`config.mk`:
```
export PLATFORM = sky130hd
export DESIGN_NAME = bsg_fpu_mul_arbiter
export DESIGN_NICKNAME = d
export VERILOG_FILES = /design/src/rtl/bsg_fpu_mul_arb_pkg.sv /design/src/rtl/bsg_fpu_mul_arb_tag_fifo.sv /design/src/rtl/bsg_fpu_mul_arbiter.sv
export SDC_FILE = /design/constraint.sdc
export NUM_CORES = 1
export LEC_CHECK = 0
export BUFFER_PORTS_ARGS = -buffer_cell sky130_fd_sc_hd__buf_4
export CORE_AREA = 2 2 162 164
export CTS_BUF_LIST = sky130_fd_sc_hd__clkbuf_4 sky130_fd_sc_hd__clkbuf_8
export CTS_CLUSTER_DIAMETER = 200
export DETAILED_ROUTE_END_ITERATION = 16
export DIE_AREA = 0 0 164 166
export GPL_ROUTABILITY_DRIVEN = 0
export PLACE_DENSITY = 0.48
export REMOVE_ABC_BUFFERS = 1
export SYNTH_ARGS = -nofsm -noshare
export SYNTH_HDL_FRONTEND = slang
export SYNTH_SLANG_ARGS = --single-unit
```
`constraint.sdc`:
```
create_clock -name clk_i -period 8.3 [get_ports clk_i]
set_input_delay 2.49 -clock clk_i [delete_from_list [all_inputs] [get_ports clk_i]]
set_output_delay 2.49 -clock clk_i [all_outputs]
set_load 0.02 [all_outputs]
```
`src/rtl/bsg_fpu_mul_arb_pkg.sv`:
```
// rtl/bsg_fpu_mul_arb_pkg.sv - shared types and helpers for the FP multiplier arbiter
package bsg_fpu_mul_arb_pkg;

    typedef struct packed {
        logic unimplemented;
        logic invalid;
        logic overflow;
        logic underflow;
    } fpu_flags_s;

    // Tag width must stay at least one bit even for a single requester.
    function automatic int tag_width(input int num_req);
        return (num_req > 1) ? $clog2(num_req) : 1;
    endfunction

endpackage

```
`src/rtl/bsg_fpu_mul_arb_tag_fifo.sv`:
```
// rtl/bsg_fpu_mul_arb_tag_fifo.sv - circular tag FIFO with occupancy counter
module bsg_fpu_mul_arb_tag_fifo #(
    parameter int width_p = 2,
    parameter int els_p   = 4
) (
    input  logic                       clk_i,
    input  logic                       reset_i,
    input  logic                       push_i,
    input  logic [width_p-1:0]         data_i,
    input  logic                       pop_i,
    output logic [width_p-1:0]         data_o,
    output logic                       full_o,
    output logic                       empty_o,
    output logic [$clog2(els_p+1)-1:0] count_o
);

    localparam int ptr_w_lp = (els_p > 1) ? $clog2(els_p) : 1;
    localparam int cnt_w_lp = $clog2(els_p+1);

    logic [width_p-1:0]  mem [els_p];
    logic [ptr_w_lp-1:0] wptr_r;
    logic [ptr_w_lp-1:0] rptr_r;
    logic [cnt_w_lp-1:0] count_r;

    function automatic logic [ptr_w_lp-1:0] ptr_inc(input logic [ptr_w_lp-1:0] p);
        return (p == ptr_w_lp'(els_p-1)) ? '0 : p + 1'b1;
    endfunction

    always_ff @(posedge clk_i or posedge reset_i) begin
        if (reset_i) begin
            wptr_r  <= '0;
            rptr_r  <= '0;
            count_r <= '0;
        end else begin
            if (push_i) wptr_r <= ptr_inc(wptr_r);
            if (pop_i)  rptr_r <= ptr_inc(rptr_r);
            if (push_i && !pop_i)
                count_r <= count_r + 1'b1;
            else if (!push_i && pop_i)
                count_r <= count_r - 1'b1;
        end
    end

    // Storage needs no reset: contents are only read behind a non-empty count.
    always_ff @(posedge clk_i) begin
        if (push_i) mem[wptr_r] <= data_i;
    end

    assign data_o  = mem[rptr_r];
    assign full_o  = (count_r == cnt_w_lp'(els_p));
    assign empty_o = (count_r == '0);
    assign count_o = count_r;

endmodule

```
`src/rtl/bsg_fpu_mul_arbiter.sv`:
```
// rtl/bsg_fpu_mul_arbiter.sv - shares one pipelined FP multiplier among requesters
// Define BSG_FPU_MUL_ARB_FIXED_PRIO_EN for fixed lowest-index-wins priority.
module bsg_fpu_mul_arbiter
    import bsg_fpu_mul_arb_pkg::*;
#(
    parameter int e_p       = 8,
    parameter int m_p       = 23,
    parameter int num_req_p = 4,
    parameter int tag_els_p = 4
) (
    input  logic                                clk_i,
    input  logic                                reset_i,
    input  logic [num_req_p-1:0]                req_v_i,
    input  logic [num_req_p-1:0][e_p+m_p:0]     req_a_i,
    input  logic [num_req_p-1:0][e_p+m_p:0]     req_b_i,
    output logic [num_req_p-1:0]                req_ready_and_o,
    output logic [num_req_p-1:0]                resp_v_o,
    output logic [e_p+m_p:0]                    resp_z_o,
    output logic [3:0]                          resp_flags_o,
    input  logic [num_req_p-1:0]                resp_yumi_i,
    output logic                                mul_v_o,
    output logic [e_p+m_p:0]                    mul_a_o,
    output logic [e_p+m_p:0]                    mul_b_o,
    input  logic                                mul_ready_and_i,
    input  logic                                mul_v_i,
    input  logic [e_p+m_p:0]                    mul_z_i,
    input  logic [3:0]                          mul_flags_i,
    output logic                                mul_yumi_o,
    output logic [$clog2(tag_els_p+1)-1:0]      inflight_o
);

    localparam int tag_w_lp = tag_width(num_req_p);

    logic                tag_full;
    logic                tag_empty;
    logic [tag_w_lp-1:0] tag_head;
    logic [tag_w_lp-1:0] grant;
    logic                can_issue;
    logic                issue;
    logic                resp_ok;
    fpu_flags_s          flags;

    assign can_issue = mul_ready_and_i & ~tag_full & ~reset_i;
    assign issue     = can_issue & (|req_v_i);

`ifdef BSG_FPU_MUL_ARB_FIXED_PRIO_EN
    always_comb begin
        grant = '0;
        for (int i = num_req_p-1; i >= 0; i--) begin
            if (req_v_i[i]) grant = tag_w_lp'(i);
        end
    end
`else
    logic [tag_w_lp-1:0] rr_ptr_r;

    // Search starts at the pointer and wraps; first valid requester wins.
    always_comb begin
        logic found;
        int   j;
        grant = '0;
        found = 1'b0;
        for (int k = 0; k < num_req_p; k++) begin
            j = int'(rr_ptr_r) + k;
            if (j >= num_req_p) j = j - num_req_p;
            if (!found && req_v_i[j]) begin
                grant = tag_w_lp'(j);
                found = 1'b1;
            end
        end
    end

    always_ff @(posedge clk_i or posedge reset_i) begin
        if (reset_i)
            rr_ptr_r <= '0;
        else if (issue)
            rr_ptr_r <= (int'(grant) == num_req_p-1) ? '0 : grant + 1'b1;
    end
`endif

    assign req_ready_and_o = issue ? (num_req_p'(1) << grant) : '0;
    assign mul_v_o         = issue;
    assign mul_a_o         = req_a_i[grant];
    assign mul_b_o         = req_b_i[grant];

    bsg_fpu_mul_arb_tag_fifo #(
        .width_p (tag_w_lp),
        .els_p   (tag_els_p)
    ) tag_fifo (
        .clk_i   (clk_i),
        .reset_i (reset_i),
        .push_i  (issue),
        .data_i  (grant),
        .pop_i   (mul_yumi_o),
        .data_o  (tag_head),
        .full_o  (tag_full),
        .empty_o (tag_empty),
        .count_o (inflight_o)
    );

    // A result with no tag is a protocol error; keep it away from requesters.
    assign resp_ok      = mul_v_i & ~tag_empty & ~reset_i;
    assign resp_v_o     = resp_ok ? (num_req_p'(1) << tag_head) : '0;
    assign mul_yumi_o   = resp_ok & resp_yumi_i[tag_head];
    assign resp_z_o     = mul_z_i;
    assign flags        = fpu_flags_s'(mul_flags_i);
    assign resp_flags_o = flags;

    mul_v_needs_tag: assert property (@(posedge clk_i) disable iff (reset_i)
        !(mul_v_i && tag_empty));

endmodule

```
## Yosys cells after proc, flatten, opt, wreduce, memory -nomap -nowiden

Memories as Yosys holds them, arrays and structs flattened.
Index checks and enable logic that the tools add are counted.

- Register bits: 9
- RAM bits: 8
- Output and inout bits: 113
- Word-level logic and storage cells: 93
- Memories: 1

Memory list:

| memory | depth | bits a word | rd ports | clocked after memory_dff | write ports | RTL line | RTL |
|---|---|---|---|---|---|---|---|
| tag_fifo.mem | 4 | 2 | 1 | 0 | 1 | bsg_fpu_mul_arb_tag_fifo.sv:20 | `logic [width_p-1:0] mem [els_p];` |

- Add/subtract/negate cells: 12
- Order comparisons: 10
- Equality and inequality tests: 4
- Shift operators: 2
- Muxes and demuxes: 38
- Bitwise gates (word level): 9
- Reductions and logical operators: 13

Operators with widths:

| kind | count |
|---|---|
| $mux 32 | 6 |
| $bmux 32 s2 | 2 |
| $lt 32x4->1 const B | 4 |
| $mux 1 | 14 |
| $mux 2 | 7 |
| $sub 3x3->4 const B | 3 |
| $bmux 1 s2 | 5 |
| $ge 3x3->1 const B | 3 |
| $mux 4 | 2 |
| $shl 1x2->4 const A | 2 |
| $add 2x1->2 const B | 3 |
| $add 2x2->3 const B | 2 |
| $and 1x1->1 | 6 |
| $lt 2x3->1 const B | 2 |
| $mux 3 | 2 |
| $logic_and 1x1->1 | 5 |
| $logic_not 1->1 | 5 |
| $eq 2x2->1 const B | 2 |
| $reduce_or 4->1 | 1 |
| $sub 2x3->4 const B | 1 |
| $add 2x1->3 const B | 1 |
| $add 3x1->3 const B | 1 |
| $eq 3x3->1 const B | 1 |
| $ge 2x3->1 const B | 1 |
| other kinds (5) | 7 |

## Depth between registers and ports, before layout

- Depth after elaboration: 17
- Mapped depth: 11

## Modules after synthesis

Synthesis repeated with hierarchy kept, for this count alone.

- Cell total of the unflattened synthesis: 749
- Area total of the unflattened synthesis: 5,283.8 um^2

By module, submodules not included:

| module | times used | cells an instance | area each (um^2) | sequential area each (um^2) |
|---|---|---|---|---|
| bsg_fpu_mul_arbiter | 1 | 701 | 4,576.9 | 50.0 |
| bsg_fpu_mul_arb_tag_fifo | 1 | 48 | 706.9 | 415.4 |

## Least setup slack after synthesis

No wires, ideal clock.

- Path type: input to output
- Start point: in req_v_i[0]
- End point: out mul_a_o[29]
- Arrival time: 3.902 ns
- Path slack: 1.908 ns
- Stages: 6
- Cells stage by stage: a21oi_1 -> o21ai_1 -> o2bb2ai_1 -> inv_2 -> clkbuf_1 -> mux2i_1

- Word-level cells in the longest chain between the ends: 15
- Elaborated cells between the ends (all ways): 27

Ends and longest elaborated chain:

| what | RTL line | RTL |
|---|---|---|
| start, declared | bsg_fpu_mul_arbiter.sv:13 | `input logic [num_req_p-1:0] req_v_i,` |
| $bmux 1 s2 | bsg_fpu_mul_arbiter.sv:65 | `if (!found && req_v_i[j]) begin` |
| $mux 1 (not written as such) (2 in series) | bsg_fpu_mul_arbiter.sv:65 |  |
| $mux 1 | bsg_fpu_mul_arbiter.sv:65 |  |
| $logic_not 1->1 | bsg_fpu_mul_arbiter.sv:65 |  |
| $logic_and 1x1->1 | bsg_fpu_mul_arbiter.sv:65 |  |
| $mux 1 | bsg_fpu_mul_arbiter.sv:65 |  |
| $logic_not 1->1 | bsg_fpu_mul_arbiter.sv:65 |  |
| $logic_and 1x1->1 | bsg_fpu_mul_arbiter.sv:65 |  |
| $mux 1 | bsg_fpu_mul_arbiter.sv:65 |  |
| $logic_not 1->1 | bsg_fpu_mul_arbiter.sv:65 |  |
| $logic_and 1x1->1 | bsg_fpu_mul_arbiter.sv:65 |  |
| $mux 2 * | bsg_fpu_mul_arbiter.sv:65 |  |
| named net grant[1] | bsg_fpu_mul_arbiter.sv:37 | `logic [tag_w_lp-1:0] grant;` |
| $bmux 32 s2 * | bsg_fpu_mul_arbiter.sv:82 | `assign mul_a_o = req_a_i[grant];` |
| $mux 32 (not written as such) * | bsg_fpu_mul_arbiter.sv:82 |  |
| end, declared | bsg_fpu_mul_arbiter.sv:22 | `output logic [e_p+m_p:0] mul_a_o,` |

Mark *: on every way through the listed nets, which the timed path passes. The rest lies on a longest branch. The select of a mux whose other input is x is not followed.

## Worst setup path in the final report

- Start point: in req_v_i[0]
- End point: out mul_b_o[31]

- Word-level cells in the longest chain between the ends: 15
- Elaborated cells between the ends (all ways): 27

Ends and longest elaborated chain:

| what | RTL line | RTL |
|---|---|---|
| $bmux 1 s2 | bsg_fpu_mul_arbiter.sv:65 |  |
| $mux 1 (not written as such) (2 in series) | bsg_fpu_mul_arbiter.sv:65 |  |
| $mux 1 | bsg_fpu_mul_arbiter.sv:65 |  |
| $logic_not 1->1 | bsg_fpu_mul_arbiter.sv:65 |  |
| $logic_and 1x1->1 | bsg_fpu_mul_arbiter.sv:65 |  |
| $mux 1 | bsg_fpu_mul_arbiter.sv:65 |  |
| $logic_not 1->1 | bsg_fpu_mul_arbiter.sv:65 |  |
| $logic_and 1x1->1 | bsg_fpu_mul_arbiter.sv:65 |  |
| $mux 1 | bsg_fpu_mul_arbiter.sv:65 |  |
| $logic_not 1->1 | bsg_fpu_mul_arbiter.sv:65 |  |
| $logic_and 1x1->1 | bsg_fpu_mul_arbiter.sv:65 |  |
| $mux 2 * | bsg_fpu_mul_arbiter.sv:65 |  |
| $bmux 32 s2 * | bsg_fpu_mul_arbiter.sv:83 | `assign mul_b_o = req_b_i[grant];` |
| $mux 32 (not written as such) * | bsg_fpu_mul_arbiter.sv:83 |  |
| end, declared | bsg_fpu_mul_arbiter.sv:23 | `output logic [e_p+m_p:0] mul_b_o,` |

Every way passes the cells marked *; elsewhere a longest branch is shown, timed or not. The select of a mux whose other input is x is not followed.

==> metrics.txt <==
Yosys top cell area share=57.8%; min Tclk post-route=7010 ps; Initial Util=13.2%; Worst slew margin=50.1%; vias in the first global route=3905; drt pass-1 iters=4; largest net degree at the start of global routing=39; fmax=0.143 GHz; syn_area_per_cell=9.95 µm²; DRC viols=0; global-route wire length before repair=24900 µm; Die W=164 µm; synthesized area=3390 µm²; crit path kind=in2out; Port Buf Inserts=344; GRT Overall Usage=12.2%; flops & latches, synth=17; top_reg_cell synth=dfrtp_1; clk buf depth=2; total core area=25600 µm²; Hold WC Path Type=reg2reg; Worst EP required=5810 ps; total wire length=17500 µm; crit end category=output pin; Clock Skew=3.36 ps; initial antenna violation count=1; commonest non-fill, non-tap cell in the layout=buf_4; status=finished, final reports clean; vias=3722; Final #Nets=956; CTS tree=built; reg2reg setup slack=5700 ps; CTS Sinks=17; antenna viol nets, final=0; Ports=417; number of flops mapped to enable cells by yosys=8; TNS Setup=0 ps; wire length per cell=17.9 µm; std cell rows=59; Slew Limit Fails=0; sequential share of the synthesized area=13.7%; post-CTS resize count=0; final worst-path cycle share=84.4%; Max Cap Viol=0; Synth Instances=341; hold buffer count at CTS=0; Worst Tran Pin Value=749 ps; post-synthesis mux area share=59.9%; Hold Vio Cnt, Final=0; H-Tree Depth=1; Initial DRC Count=99; # setup viols final=0; proportion of layout cells with a drive suffix above 1=57.7%; count of cell types in the netlist=33; Simple-Gate Fraction of Synth Area=3.91%; Vias/cell=3.81; Synth async-reset ratio=52.9%; root buffer cell=clkbuf_8; Reg2Reg Depth=8; startpoint type of the worst setup path=primary input; setup bufs post-CTS=0; Area contributors post-synth=mux2i_1 58%, buf_4 8.0%, edfxtp_1 7.1%, dfrtp_1 6.6%, ha_1 3.7%; Synth Area in Adders=4.28%; Filler cells=2804; Synth area leader=mux2i_1; TritonCTS Buffers=3; synth-to-layout area growth=81.0%; RSZ-0062 raised after global routing=false; post-DP HPWL=15300 µm; commonest cells after routing, fill and taps aside=351 x buf_4, 196 x mux2i_1, 10 x ha_1, 9 x dfrtp_1; xor/xnor cell area share of the yosys netlist=0.775%; Clock Latency Late Sink=250 ps; fin util=24.0%; global route overflow=0; Leak=3.12 nW; DIE AREA=27200 µm²; Synth Area in Compound Gates=2.91%; critical-path maximum fanout=37; yosys warns=0; Worst-path clk slew=70 ps; hold-critical path depth=1; power per cell area=247 nW/µm²; Die Y=166 µm; Max VDD drop=154 µV; dominant combinational cell family by area after synthesis=multiplexers; worst path arrival time=4520 ps
-- cells in the mapped netlist (2+ instances only) --
| cell | n |
|---|---|
| and2_1 | 8 |
| o21ai_1 | 4 |
| buf_4 | 36 |
| clkbuf_1 | 3 |
| a21oi_1 | 3 |
| ha_1 | 10 |
| and3_1 | 2 |
| edfxtp_1 | 8 |
| mux2i_1 | 196 |
| a221oi_1 | 2 |
| dfrtp_1 | 9 |
| inv_1 | 7 |
| inv_2 | 4 |
| mux2_1 | 2 |
| nor2_1 | 6 |
| xor2_1 | 2 |
| nand2_1 | 4 |
| buf_6 | 10 |
| buf_2 | 11 |
-- sequential cells by signal, indices dropped and copies added, names as in the netlist --
register and count:
rr_ptr_r 2, tag_fifo.count_o 3, tag_fifo.mem 8, tag_fifo.rptr_r 2, tag_fifo.wptr_r 2
-- worst paths after layout --
path | startpoint | end
max | req_v_i[0] | mul_b_o[31]
min | tag_fifo.count_o[2] | tag_fifo.count_o[2]
max reg2reg | tag_fifo.rptr_r[0] | tag_fifo.count_o[1]
min reg2reg | tag_fifo.count_o[2] | tag_fifo.count_o[2]
max in group asynchronous | reset_i | tag_fifo.wptr_r[0]
min in group asynchronous | reset_i | tag_fifo.wptr_r[1]
-- logic make-up after synthesis --
family,count (synthesis)
XOR/XNOR,3
buffers and inverters,71
adder cells (fa/ha/maj),11
flip-flops,17
multiplexers,201
AO/OA/AOI/OAI,14
AND/OR/NAND/NOR,24
-- power by group --
group	leakage, nW	internal (mW)	switching, mW	total [mW]
clock	0.0217	0.0337	0.0295	0.0633
combinational	2.92	0.636	0.667	1.30
sequential	0.181	0.120	0.0292	0.149
-- layer usage --
layer  track usage, %  routed length, µm
met5             3.27                107
met4            0.953                 81
met3             7.69               2540
met2             19.1               7810
met1             14.6               6940
-- worst max-delay path: stages --
cell and delay (ps):
buf_4 130, a221oi_1 330, o22a_4 650, buf_4 350, mux2i_1 200, mux2i_1 110
buf_4 180
-- through the flow --
step | setup slack [ps] | power [mW] | hold slack (ps) | cell area [µm²] | instances
after floorplan | -2120 | 1.07 | 541 | 2940 | 281
after global placement | 1280 | 1.48 | 523 | 6090 | 971
after detailed placement | 1240 | 1.48 | 527 | 6090 | 971
after CTS | 1240 | 1.55 | 537 | 6140 | 975
after global routing | 1080 | 1.63 | 562 | 6140 | 976
final | 1290 | 1.52 | 529 | 6140 | 976
-- final cells by class --
type | count | area [µm²] | area share [%]
Antenna cell | 1 | 2.50 | 0.0408
Clock buffer | 3 | 41.3 | 0.673
Clock inverter | 1 | 7.51 | 0.122
Inverter | 11 | 43.8 | 0.713
Multi-Input combinational cell | 253 | 2440 | 39.8
Sequential cell | 17 | 465 | 7.58
Tap cell | 335 | 419 | 6.83
Timing Repair Buffer | 355 | 2720 | 44.2
Power figures use the tool's default switching activity.
